$ cat config.mk
export PLATFORM = sky130hd
export DESIGN_NAME = roll_scheduler_flat
export DESIGN_NICKNAME = d
export VERILOG_FILES = /design/src/rtl/roll_scheduler_pkg.sv /design/src/rtl/roll_scheduler_if.sv /design/src/rtl/roll_scheduler_step_timer.sv /design/src/rtl/roll_scheduler.sv /design/src/flat_wrapper.sv
export SDC_FILE = /design/constraint.sdc
export NUM_CORES = 1
export LEC_CHECK = 0
export ABC_CLOCK_PERIOD_IN_PS = 4100
export CORE_MARGIN = 2
export CORE_UTILIZATION = 34
export DETAILED_ROUTE_END_ITERATION = 6
export DONT_BUFFER_PORTS = 1
export HOLD_SLACK_MARGIN = 0.06
export SYNTH_ARGS = -nofsm -noshare
export SYNTH_HDL_FRONTEND = slang
export SYNTH_HIERARCHICAL = 1
export SYNTH_SLANG_ARGS = --single-unit
$ cat constraint.sdc
create_clock -name i_clk -period 4.1 [get_ports i_clk]
set_input_delay 0.205 -clock i_clk [delete_from_list [all_inputs] [get_ports i_clk]]
set_output_delay 0.205 -clock i_clk [all_outputs]
set_load 0.03 [all_outputs]
$ cat src/rtl/roll_scheduler_pkg.sv
// Shared types and constants for the dice/lottery roll scheduler.
// Holds the FSM encoding, phase codes, generator seed and counter widths.
package roll_pkg;

    typedef enum logic [2:0] {
        ST_IDLE,
        ST_FAST,
        ST_MID,
        ST_SLOW,
        ST_CAPTURE
    } roll_state_t;

    localparam logic [1:0] PHASE_IDLE = 2'd0;
    localparam logic [1:0] PHASE_FAST = 2'd1;
    localparam logic [1:0] PHASE_MID  = 2'd2;
    localparam logic [1:0] PHASE_SLOW = 2'd3;

    localparam logic [3:0] SEED = 4'd15;

    localparam int CNT_W  = 27;
    localparam int STEP_W = 8;

    // CAPTURE reports as the slow phase so the display never sees a phase gap.
    function automatic logic [1:0] phase_of(roll_state_t s);
        logic [1:0] p;
        p = PHASE_IDLE;
        case (s)
            ST_FAST:    p = PHASE_FAST;
            ST_MID:     p = PHASE_MID;
            ST_SLOW:    p = PHASE_SLOW;
            ST_CAPTURE: p = PHASE_SLOW;
            default:    p = PHASE_IDLE;
        endcase
        return p;
    endfunction

endpackage

$ cat src/rtl/roll_scheduler_if.sv
// Bundle of key-side requests, generator feedback and scheduler outputs.
// slave is the scheduler side, master the debouncer/generator/display side.
interface roll_if;
    logic       i_start;
    logic       i_stop;
    logic [3:0] i_rand;
    logic       o_seed_load;
    logic       o_step;
    logic [1:0] o_phase;
    logic       o_busy;
    logic       o_done;
    logic [3:0] o_result;
    logic [3:0] o_prev_result;

    modport slave (
        input  i_start, i_stop, i_rand,
        output o_seed_load, o_step, o_phase, o_busy, o_done, o_result, o_prev_result
    );

    modport master (
        output i_start, i_stop, i_rand,
        input  o_seed_load, o_step, o_phase, o_busy, o_done, o_result, o_prev_result
    );
endinterface

$ cat src/rtl/roll_scheduler_step_timer.sv
// Loadable down-counter pacing generator steps; tick is combinational from the count.
// Load has priority over counting; the count holds at zero and whenever run is low.
module step_timer
    import roll_pkg::*;
(
    input  logic             i_clk,
    input  logic             i_rst,
    input  logic             load,
    input  logic [CNT_W-1:0] load_val,
    input  logic             run,
    output logic             tick
);

    logic [CNT_W-1:0] cnt_q;
    logic [CNT_W-1:0] cnt_d;

    always_comb begin
        cnt_d = cnt_q;
        if (load) begin
            cnt_d = load_val;
        end else if (run && (cnt_q != '0)) begin
            cnt_d = cnt_q - 1'b1;
        end
    end

    assign tick = run && (cnt_q == '0);

    always_ff @(posedge i_clk or posedge i_rst) begin
        if (i_rst) begin
            cnt_q <= '0;
        end else begin
            cnt_q <= cnt_d;
        end
    end

endmodule

$ cat src/rtl/roll_scheduler.sv
// Roll sequencer: seed load, then fast/mid/slow generator steps, then result capture.
// All outputs registered (one cycle after the deciding input); start restarts, stop jumps to capture.
module roll_scheduler
    import roll_pkg::*;
#(
    parameter int INT_FAST   = 1_000_000,
    parameter int INT_MID    = 4_000_000,
    parameter int INT_SLOW   = 16_000_000,
    parameter int STEPS_FAST = 16,
    parameter int STEPS_MID  = 8,
    parameter int STEPS_SLOW = 4
) (
    input  logic  i_clk,
    input  logic  i_rst,
    roll_if.slave bus
);

    localparam logic [CNT_W-1:0]  LD_FAST = CNT_W'(INT_FAST - 1);
    localparam logic [CNT_W-1:0]  LD_MID  = CNT_W'(INT_MID - 1);
    localparam logic [CNT_W-1:0]  LD_SLOW = CNT_W'(INT_SLOW - 1);
    localparam logic [STEP_W-1:0] N_FAST  = STEP_W'(STEPS_FAST);
    localparam logic [STEP_W-1:0] N_MID   = STEP_W'(STEPS_MID);
    localparam logic [STEP_W-1:0] N_SLOW  = STEP_W'(STEPS_SLOW);

    roll_state_t       state_q, state_d;
    logic [STEP_W-1:0] step_cnt_q, step_cnt_d;
    logic              seed_q, seed_d;
    logic              step_q, step_d;
    logic              done_q, done_d;
    logic              busy_q, busy_d;
    logic [1:0]        phase_q, phase_d;
    logic [3:0]        result_q, result_d;
    logic [3:0]        prev_q, prev_d;

    logic              tmr_load;
    logic [CNT_W-1:0]  tmr_val;
    logic              tmr_run;
    logic              tick;
    logic              active;
    logic              slow_full;
    logic [STEP_W-1:0] step_nxt;

    step_timer u_timer (
        .i_clk    (i_clk),
        .i_rst    (i_rst),
        .load     (tmr_load),
        .load_val (tmr_val),
        .run      (tmr_run),
        .tick     (tick)
    );

    always_comb begin
        active     = (state_q == ST_FAST) || (state_q == ST_MID) || (state_q == ST_SLOW);
        // Final slow step already issued: hold SLOW one cycle so capture sees the settled value.
        slow_full  = (state_q == ST_SLOW) && (step_cnt_q == N_SLOW);
        tmr_run    = active && !slow_full;
        step_nxt   = step_cnt_q + 1'b1;

        state_d    = state_q;
        step_cnt_d = step_cnt_q;
        tmr_load   = 1'b0;
        tmr_val    = LD_FAST;
        seed_d     = 1'b0;
        step_d     = 1'b0;
        done_d     = 1'b0;
        result_d   = result_q;
        prev_d     = prev_q;

        case (state_q)
            ST_FAST: begin
                if (tick) begin
                    step_d   = 1'b1;
                    tmr_load = 1'b1;
                    if (step_nxt == N_FAST) begin
                        state_d    = ST_MID;
                        tmr_val    = LD_MID;
                        step_cnt_d = '0;
                    end else begin
                        tmr_val    = LD_FAST;
                        step_cnt_d = step_nxt;
                    end
                end
            end
            ST_MID: begin
                if (tick) begin
                    step_d   = 1'b1;
                    tmr_load = 1'b1;
                    if (step_nxt == N_MID) begin
                        state_d    = ST_SLOW;
                        tmr_val    = LD_SLOW;
                        step_cnt_d = '0;
                    end else begin
                        tmr_val    = LD_MID;
                        step_cnt_d = step_nxt;
                    end
                end
            end
            ST_SLOW: begin
                if (slow_full) begin
                    state_d = ST_CAPTURE;
                end else if (tick) begin
                    step_d     = 1'b1;
                    step_cnt_d = step_nxt;
                    if (step_nxt != N_SLOW) begin
                        tmr_load = 1'b1;
                        tmr_val  = LD_SLOW;
                    end
                end
            end
            ST_CAPTURE: begin
                state_d  = ST_IDLE;
                done_d   = 1'b1;
                result_d = bus.i_rand;
                prev_d   = result_q;
            end
            default: begin
                state_d = ST_IDLE;
            end
        endcase

        if (active && bus.i_stop) begin
            state_d  = ST_CAPTURE;
            step_d   = 1'b0;
            tmr_load = 1'b0;
        end

        // Start overrides everything, including a simultaneous stop or a pending capture.
        if (bus.i_start) begin
            state_d    = ST_FAST;
            step_cnt_d = '0;
            tmr_load   = 1'b1;
            tmr_val    = LD_FAST;
            seed_d     = 1'b1;
            step_d     = 1'b0;
            done_d     = 1'b0;
            result_d   = result_q;
            prev_d     = prev_q;
        end

        busy_d  = (state_d != ST_IDLE);
        phase_d = phase_of(state_d);
    end

    always_ff @(posedge i_clk or posedge i_rst) begin
        if (i_rst) begin
            state_q    <= ST_IDLE;
            step_cnt_q <= '0;
            seed_q     <= 1'b0;
            step_q     <= 1'b0;
            done_q     <= 1'b0;
            busy_q     <= 1'b0;
            phase_q    <= PHASE_IDLE;
            result_q   <= '0;
            prev_q     <= '0;
        end else begin
            state_q    <= state_d;
            step_cnt_q <= step_cnt_d;
            seed_q     <= seed_d;
            step_q     <= step_d;
            done_q     <= done_d;
            busy_q     <= busy_d;
            phase_q    <= phase_d;
            result_q   <= result_d;
            prev_q     <= prev_d;
        end
    end

    assign bus.o_seed_load   = seed_q;
    assign bus.o_step        = step_q;
    assign bus.o_done        = done_q;
    assign bus.o_busy        = busy_q;
    assign bus.o_phase       = phase_q;
    assign bus.o_result      = result_q;
    assign bus.o_prev_result = prev_q;

endmodule

$ cat src/flat_wrapper.sv
// flat-port wrapper written by rule: the top's interface ports become plain ports
module roll_scheduler_flat import roll_pkg::*;
#(
    parameter int INT_FAST   = 1_000_000,
    parameter int INT_MID    = 4_000_000,
    parameter int INT_SLOW   = 16_000_000,
    parameter int STEPS_FAST = 16,
    parameter int STEPS_MID  = 8,
    parameter int STEPS_SLOW = 4
)
  (i_clk, i_rst, bus_i_start, bus_i_stop, bus_i_rand, bus_o_seed_load, bus_o_step, bus_o_phase, bus_o_busy, bus_o_done, bus_o_result, bus_o_prev_result);
  roll_if bus_i ();
  input  logic i_clk;
  input  logic i_rst;
  input wire logic [$bits(bus_i.i_start)-1:0] bus_i_start;
  input wire logic [$bits(bus_i.i_stop)-1:0] bus_i_stop;
  input wire logic [$bits(bus_i.i_rand)-1:0] bus_i_rand;
  output wire logic [$bits(bus_i.o_seed_load)-1:0] bus_o_seed_load;
  output wire logic [$bits(bus_i.o_step)-1:0] bus_o_step;
  output wire logic [$bits(bus_i.o_phase)-1:0] bus_o_phase;
  output wire logic [$bits(bus_i.o_busy)-1:0] bus_o_busy;
  output wire logic [$bits(bus_i.o_done)-1:0] bus_o_done;
  output wire logic [$bits(bus_i.o_result)-1:0] bus_o_result;
  output wire logic [$bits(bus_i.o_prev_result)-1:0] bus_o_prev_result;
  assign bus_i.i_start = bus_i_start;
  assign bus_i.i_stop = bus_i_stop;
  assign bus_i.i_rand = bus_i_rand;
  assign bus_o_seed_load = bus_i.o_seed_load;
  assign bus_o_step = bus_i.o_step;
  assign bus_o_phase = bus_i.o_phase;
  assign bus_o_busy = bus_i.o_busy;
  assign bus_o_done = bus_i.o_done;
  assign bus_o_result = bus_i.o_result;
  assign bus_o_prev_result = bus_i.o_prev_result;
  roll_scheduler #(.INT_FAST(INT_FAST), .INT_MID(INT_MID), .INT_SLOW(INT_SLOW), .STEPS_FAST(STEPS_FAST), .STEPS_MID(STEPS_MID), .STEPS_SLOW(STEPS_SLOW)) u_core (.i_clk(i_clk), .i_rst(i_rst), .bus(bus_i));
endmodule
==> impl_metrics.yaml, run 1 <==
die:
  dieArea_um2: 10900
  fp.dieW_um: 104
  coreArea_um2: 9770
  fp.dieH_um: 104
  rows: 36
  start_util_pct: 35.0
  num_io_pins: 22
final_layout:
  fill_cells: 966
  synthToLayoutAreaGrowth_pct: 9.47
  n_antenna_cell: 0
  layout.nets: 398
  design_area_um2: 3740
  drive_gt1_share_pct: 10.6
power:
  p_comb_share_pct: 16.0
  power.leakage_nw: 1.44
  intPower_mw: 0.790
  clockPowerShare_pct: 26.2
  power_mw: 1.23
  pwr-share-seq_pct: 57.8
  irDropWorstVdd_uv: 149
  power_switching_mw: 0.436
  p_per_area_nw_per_um2: 327
  swShare_pct: 35.6
clock_tree:
  cts_setup_buffers: 0
  cts_max_path_buffers: 2
  cts_tree: "yes"
  clk_pin_slew_worst_paths_ps: 110
  root_buffer: "clkbuf_8"
  clk_latency_ps: 310
  cts-buffers-inserted: 5
  clock_sinks: 52
  cts-htree-levels: 2
yosys:
  yosys.area_share.adder_pct: 1.46
  yosys-mux-area-fraction_pct: 3.58
  synth_top_family_by_area: "simple AND/OR/NAND/NOR gates"
  synth_area_um2: 3420
  synth_simple_gate_area_share_pct: 29.6
  ys_ff_latch: 52
  synthXorXnorAreaFrac_pct: 2.82
  synth_top_area_share_pct: 38.0
  synth_compound_area_share_pct: 19.9
  yosysMostFrequentCell: "dfrtp_1"
  yosysUniqueCellTypes: 74
  synth_top_cell_by_area: "dfrtp_1"
  synth.area.top_cells: "dfrtp_1 (38%), nand2_1 (4.2%), mux2_2 (3.3%)"
  post_synth.cell_area_avg_um2: 9.12
  ys_warn_count: 6
  synth-seq-area-share_pct: 38.0
  ys.flop_type: "dfrtp_1"
  syn-instance-count: 375
  ys_top_cells_by_count: "dfrtp_1 (52), nand2_1 (38), nor2_1 (26)"
  synth-async-reset-ratio_pct: 100
  synth_enable_flop_cells: 0
sta:
  slew_headroom_pct: 27.5
  tns_ps: 0
  finalSetupViolCount: 0
  fmax_mhz: 266
  period_needed_ps: 3750
  worstMarginPinSlew_ps: 1090
  timing.final.crit_share_pct: 91.6
  rsz0062_at_grt: "false"
  slew_viol_final: 0
  hold_viol_final: 0
  clock_skew_ps: 9.68
  hold_ws_ps: 41.2
  setup_ws_ps: 345
grt:
  busiest_layer: "met2"
  antenna_found_initial: 0
  met3_usage_pct: 2.38
  grt_pass1_wl_mm: 14.4
  grt_pass1_vias: 2812
  grt.overflow.total: 0
  grt.total_usage_pct: 16.0
  grt_max_degree: 37
  met2_usage_pct: 25.4
  use_met1_pct: 22.4
drt:
  ant_nets: 0
  post_drt_wl_per_cell_um: 16.4
  num_vias: 3057
  wirelength_mm: 8.54
  vias_per_cell: 5.88
  drc: 0
  drtIter0Drc: 272
  firstDrtPassIters: 5
worst_hold_path:
  hp-class: "in -> async"
placed_design:
  place_congestion: 0.903
  place_area_um2: 3580
  io_buffers: 0
  place_ws_ps: 456
  dp_hpwl_mm: 5.87
worst_setup_path:
  crit_required_ps: 4340
  arrival_ps: 4000
  end_kind: "flip-flop"
  worstPathMaxFanout: 11
  crit_type: "reg -> reg"
  worst_setup_path_start_kind: "flip-flop"
outcome:
  status: "finished clean"
job:
  maxCapViolations: 0
-- layout make-up --
cell class              instances  area [um2]  share of cell area [%]
multi-input cells             300        2010                    53.8
well taps                     133         166                    4.44
repair buffers                 13         115                    3.07
flip-flops and latches         52        1300                    34.7
inverters                      14        52.6                    1.40
clock inverters                 3        27.5                   0.735
clock buffers                   5        68.8                    1.84
-- cell families (layout without fill, tap and decap cells) --
group / after synthesis / after routing
AO/OA/AOI/OAI: 94 / 94
XOR/XNOR: 11 / 11
adder cells (fa/ha/maj): 4 / 4
buffers and inverters: 34 / 35
flip-flops: 52 / 52
multiplexers: 11 / 11
other: 2 / 13
AND/OR/NAND/NOR: 167 / 167
-- layer usage --
metal	vias up	wire [um]
met3	8	454
met2	108	4040
met4	0	96
met5	-	0
met1	1510	3940
li1	1431	-
-- registers in the layout (all words and copies together) (netlist names) --
signal and count:
u_core/bus.o_done 1, u_core/bus.o_phase 2, u_core/bus.o_busy 1, u_core/bus.o_step 1
u_core/bus.o_result 4, u_core/bus.o_seed_load 1, u_core/state_q 3, u_core/bus.o_prev_result 4
u_core/step_cnt_q 8, u_core/u_timer/cnt_q 27
-- through the flow --
step	instances	util, %
2_1_floorplan	386	-
3_3_place_gp	505	36.6
3_5_place_dp	505	36.6
4_1_cts	520	38.3
5_1_grt	520	38.3
6_report	520	38.3
-- cell usage in the layout (no fill, tap or decap), types with 10 or more instances in the layout --
cell type,netlist,layout
nor2_1,26,26
conb_1,2,13
dfrtp_1,52,52
a31oi_1,14,14
or4_1,12,12
nand2_1,38,38
mux2_2,10,10
inv_1,14,14
o21ai_0,14,14
nand3_1,18,18
-- power by group through the flow --
stage	Sequential (mW)	Clock, mW	Combinational (mW)
after detailed placement	0.719	0	0.191
after global placement	0.717	0	0.186
after CTS	0.709	0.335	0.198
final	0.708	0.321	0.196
after global routing	0.719	0.352	0.221
after floorplan	0.700	0	0.153
-- critical path: stages, from the launching register on --
cell,delay (ps)
dfrtp_1,540
inv_1,80
ha_1,240
and4_1,190
nor2_1,150
nand4bb_1,220
or3_4,420
nor2_1,420
inv_1,90
or4b_4,580
a211oi_1,520
nor2_1,80
a31oi_1,170
-- final timing paths --
| check | start | endpoint | slack, ps | depth (start not counted) |
|---|---|---|---|---|
| min in group i_clk | bus_i_stop | u_core/state_q[0] | 80 | 3 |
| setup reg to reg | u_core/step_cnt_q[0] | u_core/u_timer/cnt_q[23] | 350 | 12 |
| max in group asynchronous | i_rst | u_core/step_cnt_q[7] | 2940 | 2 |
| hold reg to reg | u_core/u_timer/cnt_q[26] | u_core/u_timer/cnt_q[26] | 560 | 2 |
| hold / removal | i_rst | u_core/u_timer/cnt_q[25] | 40 | 1 |
| setup / recovery | u_core/step_cnt_q[0] | u_core/u_timer/cnt_q[23] | 350 | 12 |
-- what timing repair did --
action	4_1_cts	5_1_grt
hold buffers	7	0
hold endpoints to repair	37	0
resized for setup	0	0
No activity file was read; power rests on OpenSTA's default activity.
==> run 2, diff against run 1 <==
- CORE_MARGIN: 2 -> 3
==> impl_metrics.yaml, run 2 (synthesized netlist as in run 1, its figures left out) <==
final_layout:
  layout.nets: 398
  synthToLayoutAreaGrowth_pct: 10.0
  final_util_pct: 39.6
  largest_reg_flops: 27
  top_regs: "u_core/u_timer/cnt_q (27), u_core/step_cnt_q (8)"
  largest_register: "u_core/u_timer/cnt_q"
  drive_gt1_share_pct: 10.9
  mostFrequentLayoutCells: "dfrtp_1 (52), nand2_1 (38), nor2_1 (26)"
  layout_commonest_cell: "dfrtp_1"
  n_antenna_cell: 0
placed_design:
  place_congestion: 0.968
  io_buffers: 0
  dp_hpwl_mm: 5.95
clock_tree:
  cts_setup_buffers: 0
  clock_sinks: 52
  cts-buffers-inserted: 5
  cts_max_path_buffers: 2
  clk_pin_slew_worst_paths_ps: 110
  clk_latency_ps: 310
  cts_tree: "yes"
  cts-htree-levels: 2
  root_buffer: "clkbuf_8"
worst_setup_path:
  critPathBufInv: 2
  worst_setup_path_start_kind: "flip-flop"
  slowest_delay_ps: 530
  arrival_ps: 3900
  cpLargestDelayFamily: "simple AND/OR/NAND/NOR gates"
  cp_cell_sequence: "inv_1 > ha_1 > and4_1 > nor2_1 > nand4bb_1 > or3_4 > nor2_1 > o2111ai_1 > a21oi_2 > inv_1 > o311a_1 > a211o_1"
  cp-startpoint: "u_core/step_cnt_q[0]"
  end_kind: "flip-flop"
  r2r-start: "u_core/step_cnt_q[0]"
  crit_type: "reg -> reg"
  crit_required_ps: 4290
  worstPathMaxFanout: 24
  cp_slowest_cell: "dfrtp_1"
drt:
  wirelength_mm: 8.39
  num_vias: 2912
  drtIter0Drc: 290
  vias_per_cell: 5.64
  drc: 0
  firstDrtPassIters: 5
  ant_nets: 0
  post_drt_wl_per_cell_um: 16.3
sta:
  clock_skew_ps: 12.1
  fmax_mhz: 270
  tns_ps: 0
  rsz0062_at_grt: "false"
  slew_viol_final: 0
  timing.final.crit_share_pct: 90.5
  hold_ws_ps: 36.1
  worstMarginPinSlew_ps: 1050
  period_needed_ps: 3710
  slew_headroom_pct: 30.0
  finalSetupViolCount: 0
  hold_viol_final: 0
die:
  start_util_pct: 36.0
  fp.dieH_um: 106
  num_io_pins: 22
  dieArea_um2: 11300
  coreArea_um2: 9500
  fp.dieW_um: 106
  rows: 35
power:
  irDropWorstVdd_uv: 169
  p_per_area_nw_per_um2: 337
  power.leakage_nw: 1.45
grt:
  grt.total_usage_pct: 15.1
  grt.overflow.total: 0
  grt_pass1_vias: 2826
  grt_pass1_wl_mm: 14.2
  grt_max_degree: 37
  antenna_found_initial: 0
worst_hold_path:
  hp-class: "in -> async"
job:
  maxCapViolations: 0
outcome:
  status: "finished clean"
==> run 2: changes by cell type in the layout (fill, tap and decap cells not counted), sizes merged <==
cell | previous run | this run
clkinv | 1 | 0
bufinv | 0 | 1
==> run 2: repair_timing <==
| item | CTS | global route |
|---|---|---|
| setup endpoints to repair | 0 | 1 |
| hold buffers | 7 | 0 |
| endpoints found under the hold margin | 36 | 0 |
| gates resized for setup | 0 | 1 |
==> run 2: layout make-up <==
type / instances / area, um2
well taps: 129 / 161
flip-flops and latches: 52 / 1300
fillers: 921 / 5740
multi-input cells: 300 / 2020
repair buffers: 13 / 115
clock inverters: 3 / 46.3
clock buffers: 5 / 68.8
inverters: 14 / 52.6
==> run 2: per-layer routing <==
layer / vias to the layer above / global-route usage, % / part of all wire [%]
met5: - / 0 / 0
met4: 0 / 3.52 / 1.2
met3: 8 / 3.40 / 5.6
met2: 94 / 23.9 / 46
met1: 1377 / 21.0 / 47
li1: 1433 / - / -
==> run 2: metrics by stage <==
step | cells | setup WS, ps | instance area, um2 | total power, mW
floorplan | 386 | 404 | 3460 | 0.853
global placement | 501 | 607 | 3570 | 0.902
detailed placement | 501 | 414 | 3570 | 0.908
CTS | 516 | 384 | 3760 | 1.28
global route | 516 | 166 | 3760 | 1.34
finish | 516 | 391 | 3760 | 1.27
==> run 2: final timing paths <==
path	to	slack (ps)	cells past startpoint
worst max-delay path	u_core/u_timer/cnt_q[21]	390	12
worst min-delay path	u_core/u_timer/cnt_q[8]	40	1
worst max register to register	u_core/u_timer/cnt_q[21]	390	12
max in group asynchronous	u_core/bus.o_prev_result[0]	2990	2
min in group i_clk	u_core/state_q[0]	70	2
worst min register to register	u_core/u_timer/cnt_q[26]	560	2
==> run 2: power breakdown <==
group | leakage (nW) | switching (mW) | internal (mW)
logic | 0.746 | 0.107 | 0.0872
registers | 0.648 | 0.135 | 0.575
clock network | 0.0548 | 0.181 | 0.184
total | 1.45 | 0.423 | 0.846
